--- config.mk ---
export PLATFORM = sky130hd
export DESIGN_NAME = multicycle_sequencer
export DESIGN_NICKNAME = d
export VERILOG_FILES = /design/src/rtl/mc_seq_pkg.sv /design/src/rtl/mc_wait_timer.sv /design/src/rtl/multicycle_sequencer.sv
export SDC_FILE = /design/constraint.sdc
export NUM_CORES = 1
export LEC_CHECK = 0
export ABC_AREA = 1
export ABC_CLOCK_PERIOD_IN_PS = 3100
export BUFFER_PORTS_ARGS = -buffer_cell sky130_fd_sc_hd__buf_2
export CELL_PAD_IN_SITES_DETAIL_PLACEMENT = 0
export CELL_PAD_IN_SITES_GLOBAL_PLACEMENT = 1
export CORE_ASPECT_RATIO = 0.9
export CORE_MARGIN = 5
export CORE_UTILIZATION = 40
export DETAILED_ROUTE_END_ITERATION = 12
export PLACE_DENSITY = 0.84
export SYNTH_ARGS = -nofsm -noshare
export SYNTH_HDL_FRONTEND = slang
export SYNTH_SLANG_ARGS = --single-unit
--- constraint.sdc ---
create_clock -name clk -period 3.1 [get_ports clk]
set_input_delay 0.155 -clock clk [delete_from_list [all_inputs] [get_ports clk]]
set_output_delay 0.155 -clock clk [all_outputs]
set_load 0.005 [all_outputs]
--- src/rtl/mc_seq_pkg.sv ---
// Shared definitions for the multicycle control sequencer: phase encoding,
// instruction classes and trap cause codes.
package mc_seq_pkg;

    localparam int S_FETCH  = 0;
    localparam int S_DECODE = 1;
    localparam int S_EXEC   = 2;
    localparam int S_MDWAIT = 3;
    localparam int S_MEM    = 4;
    localparam int S_WB     = 5;
    localparam int S_TRAP   = 6;

    typedef enum logic [6:0] {
        ST_FETCH  = 7'b0000001,
        ST_DECODE = 7'b0000010,
        ST_EXEC   = 7'b0000100,
        ST_MDWAIT = 7'b0001000,
        ST_MEM    = 7'b0010000,
        ST_WB     = 7'b0100000,
        ST_TRAP   = 7'b1000000
    } state_e;

    typedef enum logic [2:0] {
        CL_ILLEGAL,
        CL_JUMP,
        CL_SHORT,
        CL_MULDIV,
        CL_MEM,
        CL_TRAP,
        CL_ALU
    } instr_class_e;

    // SYS and BRK are raised by cp0, not by this sequencer.
    localparam logic [4:0] CAUSE_RI  = 5'b01010;
    localparam logic [4:0] CAUSE_TO  = 5'b01100;
    localparam logic [4:0] CAUSE_TEQ = 5'b01101;
    localparam logic [4:0] CAUSE_SYS = 5'b01000;
    localparam logic [4:0] CAUSE_BRK = 5'b01001;

endpackage

--- src/rtl/mc_wait_timer.sv ---
// Clear/enable wait counter for the mul/div busy wait; saturates at MAX_WAIT
// and flags both "has counted at least once" and "reached the limit".
module mc_wait_timer #(
    parameter int MAX_WAIT = 64
) (
    input  logic i_clk,
    input  logic i_rst_n,
    input  logic i_clear,
    input  logic i_enable,
    output logic o_nonzero,
    output logic o_expired
);

    localparam int W = $clog2(MAX_WAIT + 1);

    logic [W-1:0] r_count;

    always_ff @(posedge i_clk or negedge i_rst_n) begin
        if (!i_rst_n) begin
            r_count <= '0;
        end else if (i_clear) begin
            r_count <= '0;
        end else if (i_enable && !o_expired) begin
            r_count <= r_count + W'(1);
        end
    end

    assign o_nonzero = (r_count != '0);
    assign o_expired = (r_count == W'(MAX_WAIT));

endmodule

--- src/rtl/multicycle_sequencer.sv ---
// Multicycle control sequencer: walks each decoded instruction through a
// one-hot phase machine whose path depends on its class.
module multicycle_sequencer
    import mc_seq_pkg::*;
#(
    parameter int                   N_INSTR     = 54,
    parameter logic [N_INSTR-1:0]   JUMP_MASK   = '0,
    parameter logic [N_INSTR-1:0]   SHORT_MASK  = '0,
    parameter logic [N_INSTR-1:0]   MULDIV_MASK = '0,
    parameter logic [N_INSTR-1:0]   MEM_MASK    = '0,
    parameter logic [N_INSTR-1:0]   TRAP_MASK   = '0,
    parameter int                   MAX_WAIT    = 64,
    parameter int                   CNT_W       = 32
) (
    input  logic               clk,
    input  logic               rst,
    input  logic [N_INSTR-1:0] decoded_instr,
    input  logic               zero,
    input  logic               busy,
    input  logic               mem_ready,
    output logic [6:0]         state,
    output logic               pc_ena,
    output logic               ir_in,
    output logic               decode_ena,
    output logic               md_start,
    output logic               regfile_w,
    output logic               trap_valid,
    output logic [4:0]         trap_cause,
    output logic               instr_done,
    output logic [CNT_W-1:0]   retired
);

    state_e       r_state;
    logic         r_pc_ena;
    logic         r_decode_ena;
    logic         r_regfile_w;
    logic         r_trap_valid;
    logic [4:0]   r_trap_cause;
    logic [CNT_W-1:0] r_retired;

    state_e       w_next;
    logic [4:0]   w_next_cause;
    instr_class_e w_class;
    logic         w_onehot;
    logic         w_in_mdwait;
    logic         w_wait_nz;
    logic         w_wait_exp;

    assign w_onehot = (decoded_instr != '0) &&
                      ((decoded_instr & (decoded_instr - N_INSTR'(1))) == '0);

    always_comb begin
        w_class = CL_ALU;
        if (!w_onehot)                           w_class = CL_ILLEGAL;
        else if (|(decoded_instr & JUMP_MASK))   w_class = CL_JUMP;
        else if (|(decoded_instr & SHORT_MASK))  w_class = CL_SHORT;
        else if (|(decoded_instr & MULDIV_MASK)) w_class = CL_MULDIV;
        else if (|(decoded_instr & MEM_MASK))    w_class = CL_MEM;
        else if (|(decoded_instr & TRAP_MASK))   w_class = CL_TRAP;
    end

    assign w_in_mdwait = (r_state == ST_MDWAIT);

    mc_wait_timer #(
        .MAX_WAIT (MAX_WAIT)
    ) u_wait_timer (
        .i_clk     (clk),
        .i_rst_n   (rst),
        .i_clear   (!w_in_mdwait),
        .i_enable  (w_in_mdwait),
        .o_nonzero (w_wait_nz),
        .o_expired (w_wait_exp)
    );

    // busy and mem_ready are level status flags, not handshakes: the sequencer
    // samples them only in MDWAIT/MEM and holds the phase until they release.
    always_comb begin
        w_next       = r_state;
        w_next_cause = 5'd0;
        case (r_state)
            ST_FETCH: w_next = ST_DECODE;
            ST_DECODE: begin
                case (w_class)
                    CL_ILLEGAL: begin
                        w_next       = ST_TRAP;
                        w_next_cause = CAUSE_RI;
                    end
                    CL_JUMP:   w_next = ST_FETCH;
                    CL_SHORT:  w_next = ST_WB;
                    CL_MULDIV: w_next = ST_MDWAIT;
                    default:   w_next = ST_EXEC;
                endcase
            end
            ST_EXEC: begin
                if (w_class == CL_MEM) begin
                    w_next = ST_MEM;
                end else if (w_class == CL_TRAP) begin
                    if (zero) begin
                        w_next       = ST_TRAP;
                        w_next_cause = CAUSE_TEQ;
                    end else begin
                        w_next = ST_FETCH;
                    end
                end else begin
                    w_next = ST_WB;
                end
            end
            ST_MDWAIT: begin
                if (!busy && w_wait_nz) begin
                    w_next = ST_WB;
                end else if (busy && w_wait_exp) begin
                    w_next       = ST_TRAP;
                    w_next_cause = CAUSE_TO;
                end
            end
            ST_MEM: begin
                if (mem_ready) w_next = ST_WB;
            end
            ST_WB:   w_next = ST_FETCH;
            ST_TRAP: w_next = ST_FETCH;
            default: w_next = ST_FETCH;
        endcase
    end

    assign md_start   = (r_state == ST_DECODE) && (w_class == CL_MULDIV);
    assign instr_done = rst && (w_next == ST_FETCH);

    always_ff @(posedge clk or negedge rst) begin
        if (!rst) begin
            r_state      <= ST_FETCH;
            r_pc_ena     <= 1'b1;
            r_decode_ena <= 1'b0;
            r_regfile_w  <= 1'b0;
            r_trap_valid <= 1'b0;
            r_trap_cause <= 5'd0;
            r_retired    <= '0;
        end else begin
            r_state      <= w_next;
            r_pc_ena     <= (w_next == ST_FETCH);
            r_decode_ena <= (w_next == ST_DECODE);
            r_regfile_w  <= (w_next == ST_WB);
            r_trap_valid <= (w_next == ST_TRAP);
            r_trap_cause <= w_next_cause;
            if (instr_done) r_retired <= r_retired + CNT_W'(1);
        end
    end

    assign state      = r_state;
    assign pc_ena     = r_pc_ena;
    assign ir_in      = r_pc_ena;
    assign decode_ena = r_decode_ena;
    assign regfile_w  = r_regfile_w;
    assign trap_valid = r_trap_valid;
    assign trap_cause = r_trap_cause;
    assign retired    = r_retired;

endmodule

==> results.sh <==
export IMPL_cp_num_buf_inv=2
export IMPL_async_flop_share_pct=100
export IMPL_postCtsSetupBuffers=0
export IMPL_clk_pin_slew_ns=0.07
export IMPL_drive_gt1_share_pct=22.5
export IMPL_drv_cap=0
export IMPL_die_w_um=116
export IMPL_cp_slowest_cell="dfstp_2"
export IMPL_slew_headroom_pct=56.3
export IMPL_insertion_delay_ns=0.29
export IMPL_yosysTopAreaCell="dfrtp_1"
export IMPL_synth_area_um2=4070
export IMPL_io_pins=110
export IMPL_synth_common_cells="176 x nand2_1, 130 x nor2_1, 69 x inv_1"
export IMPL_antenna_found_initial=0
export IMPL_syn_inst=610
export IMPL_fp_row_count=35
export IMPL_portBuffers=105
export IMPL_wire_per_inst_um=13.5
export IMPL_crit_family="simple AND/OR/NAND/NOR gates"
export IMPL_grt_overflow_total=0
export IMPL_fp_dieH_um=106
export IMPL_dp_hpwl_mm=9.63
export IMPL_cts_tree="done"
export IMPL_first_pass_iters=5
export IMPL_dieArea_um2=12300
export IMPL_place_congestion=0.941
export IMPL_rsz0062_at_grt="no"
export IMPL_peakVddDrop_mv=0.290
export IMPL_cp_end_kind="output port"
export IMPL_ys_warn_count=0
export IMPL_drt_iter0_drc=207
export IMPL_worstMarginPinSlew_ns=0.656
export IMPL_synth_seq_cells=53
export IMPL_worstPathArrival_ns=2.10
export IMPL_synthToLayoutAreaGrowth_pct=20.4
export IMPL_startpoint_type="register"
export IMPL_cts_root_buf="clkbuf_16"
export IMPL_register_area_um2=1330
export IMPL_startpoint="state[0]$_DFF_PN1_"
export IMPL_ctsResizeCount=0
export IMPL_finalMaxSlewViolations=0
export IMPL_htree_levels=2
export IMPL_yosysMostFrequentCell="nand2_1"
export IMPL_p_leak_nw=2.56
export IMPL_final_cell_area_um2=4900
export IMPL_r2r_start="state[0]$_DFF_PN1_"
export IMPL_clock_sinks=53
export IMPL_setup_viol=0
export IMPL_insertedDiodeCount=0
export IMPL_synth_edf_count=0
export IMPL_cts_hold_buf=0
export IMPL_crit_fanout=22
export IMPL_detail_route_antenna_nets=0
export IMPL_synthDistinctLibCells=37
export IMPL_nFillCells=1089
export IMPL_remaining_drc_errors=0
export IMPL_cts_buffers_inserted=5
export IMPL_first_global_vias=4112
export IMPL_clock_fmax_mhz=444
export IMPL_crit_type="reg2out"
export IMPL_drt_wl_total_mm=11.5
export IMPL_clk_path_buf_depth=2
export IMPL_min_path_type="in2async"
export IMPL_fin_crit_sh_pct=72.6
export IMPL_num_vias=4134
export IMPL_outcome="complete, no violations"
export IMPL_grt_max_degree=54
export IMPL_vias_per_cell=4.88
export IMPL_coreArea_um2=10100
export IMPL_cp_cell_sequence="nor2_2 > nand2_1 > nor3_1 > or2_4 > nor3_4 > nand2_4 > inv_4 > buf_2"
export IMPL_critical_path_required_ns=2.94
export IMPL_avgSynthCellArea_um2=6.67
export IMPL_ys_top_cells_by_area="dfrtp_1 31%, nand2_1 16%, nor2_1 12%"
export IMPL_final_net_count=780
export IMPL_synth_top_area_share_pct=31.4
export IMPL_tns_ns=0
export IMPL_p_per_area_nw_per_um2=350
export IMPL_grt_pass1_wl_mm=19.0
export IMPL_grt_usage_pct=19.0
export IMPL_period_needed_ns=2.25
export IMPL_start_util_pct=40.4
export IMPL_hold_violations=0
export IMPL_multi_input_area_um2=2410
export IMPL_synth_flop_cell="dfrtp_1"
export IMPL_fin_skew_ns=0.00647
export IMPL_dpl_cell_area_um2=4710
export IMPL_max_stage_delay_ns=0.59
export IMPL_synth_seq_area_share_pct=32.7
sequential cells by signal, summed over array words and instances (netlist names):
register	count
decode_ena	1
ir_in	1
regfile_w	1
retired	32
state	7
trap_cause	3
trap_valid	1
u_wait_timer.r_count	7
final cells by class:
class | count | share of cell area [%]
Clock buffer | 5 | 2.55
Clock inverter | 3 | 1.33
Inverter | 73 | 5.65
Multi-Input combinational cell | 479 | 49.2
Sequential cell | 53 | 27.1
Tap cell | 129 | 3.30
Timing Repair Buffer | 106 | 10.9
where the power goes:
part           internal [mW]  total (mW)  switching, mW
Sequential             0.723       0.769         0.0458
Combinational          0.101       0.242          0.141
Clock                  0.461       0.705          0.244
through the flow:
step / setup slack (ns) / hold slack (ns) / util [%] / total power, mW / instances
after global placement: 1.07 / 0.338 / 46.7 / 1.02 / 840
after CTS: 0.816 / 0.0423 / 48.6 / 1.74 / 848
after detailed placement: 1.02 / 0.347 / 46.7 / 1.03 / 840
after global routing: 0.695 / 0.0451 / 48.6 / 1.80 / 848
final: 0.848 / 0.0467 / 48.6 / 1.72 / 848
after floorplan: 1.33 / -0.141 / - / 0.885 / 612
placed cells by master, fill, tap and decap left out, drive strengths merged:
cell type	n
a21oi	4
and2	3
and3	1
buf	106
bufinv	2
clkbuf	5
clkinv	1
conb	3
dfrtp	51
dfstp	2
ha	3
inv	73
nand2	185
nand3	37
nand3b	4
nand4	14
nor2	148
nor3	15
nor3b	2
nor4	6
o21ai	18
o22ai	1
o41ai	1
or2	1
xnor2	17
xor2	16
cells by family (layout without fill, tap and decap cells):
family,count (synthesis),in the layout,synth area share [%]
AND/OR/NAND/NOR,416,416,47.8
buffers and inverters,80,187,8.36
flip-flops,53,53,32.7
XOR/XNOR,33,33,7.10
AO/OA/AOI/OAI,24,24,3.08
adder cells (fa/ha/maj),3,3,0.923
other,1,3,0.0922
layer usage:
| layer | routed length, um | vias up | part of all wire, % | track usage [%] |
|---|---|---|---|---|
| li1 | - | 2113 | - | - |
| met1 | 5380 | 1890 | 47 | 26.1 |
| met2 | 5320 | 114 | 46 | 31.4 |
| met3 | 557 | 17 | 4.9 | 2.07 |
| met4 | 219 | 0 | 1.9 | 5.47 |
| met5 | 0 | - | 0 | 0 |
worst paths after layout:
| kind | to | slack, ns | cells after the start |
|---|---|---|---|
| min | retired[26]$_DFFE_PN0P_ | 0.05 | 2 |
| max reg2reg | retired[29]$_DFFE_PN0P_ | 1.02 | 9 |
| max | instr_done | 0.85 | 8 |
| min reg2reg | retired[31]$_DFFE_PN0P_ | 0.46 | 1 |
| min in group clk | state[4]$_DFF_PN0_ | 0.05 | 2 |
| max in group asynchronous | retired[2]$_DFFE_PN0P_ | 2.62 | 2 |
No activity file was read; power rests on OpenSTA's default activity.
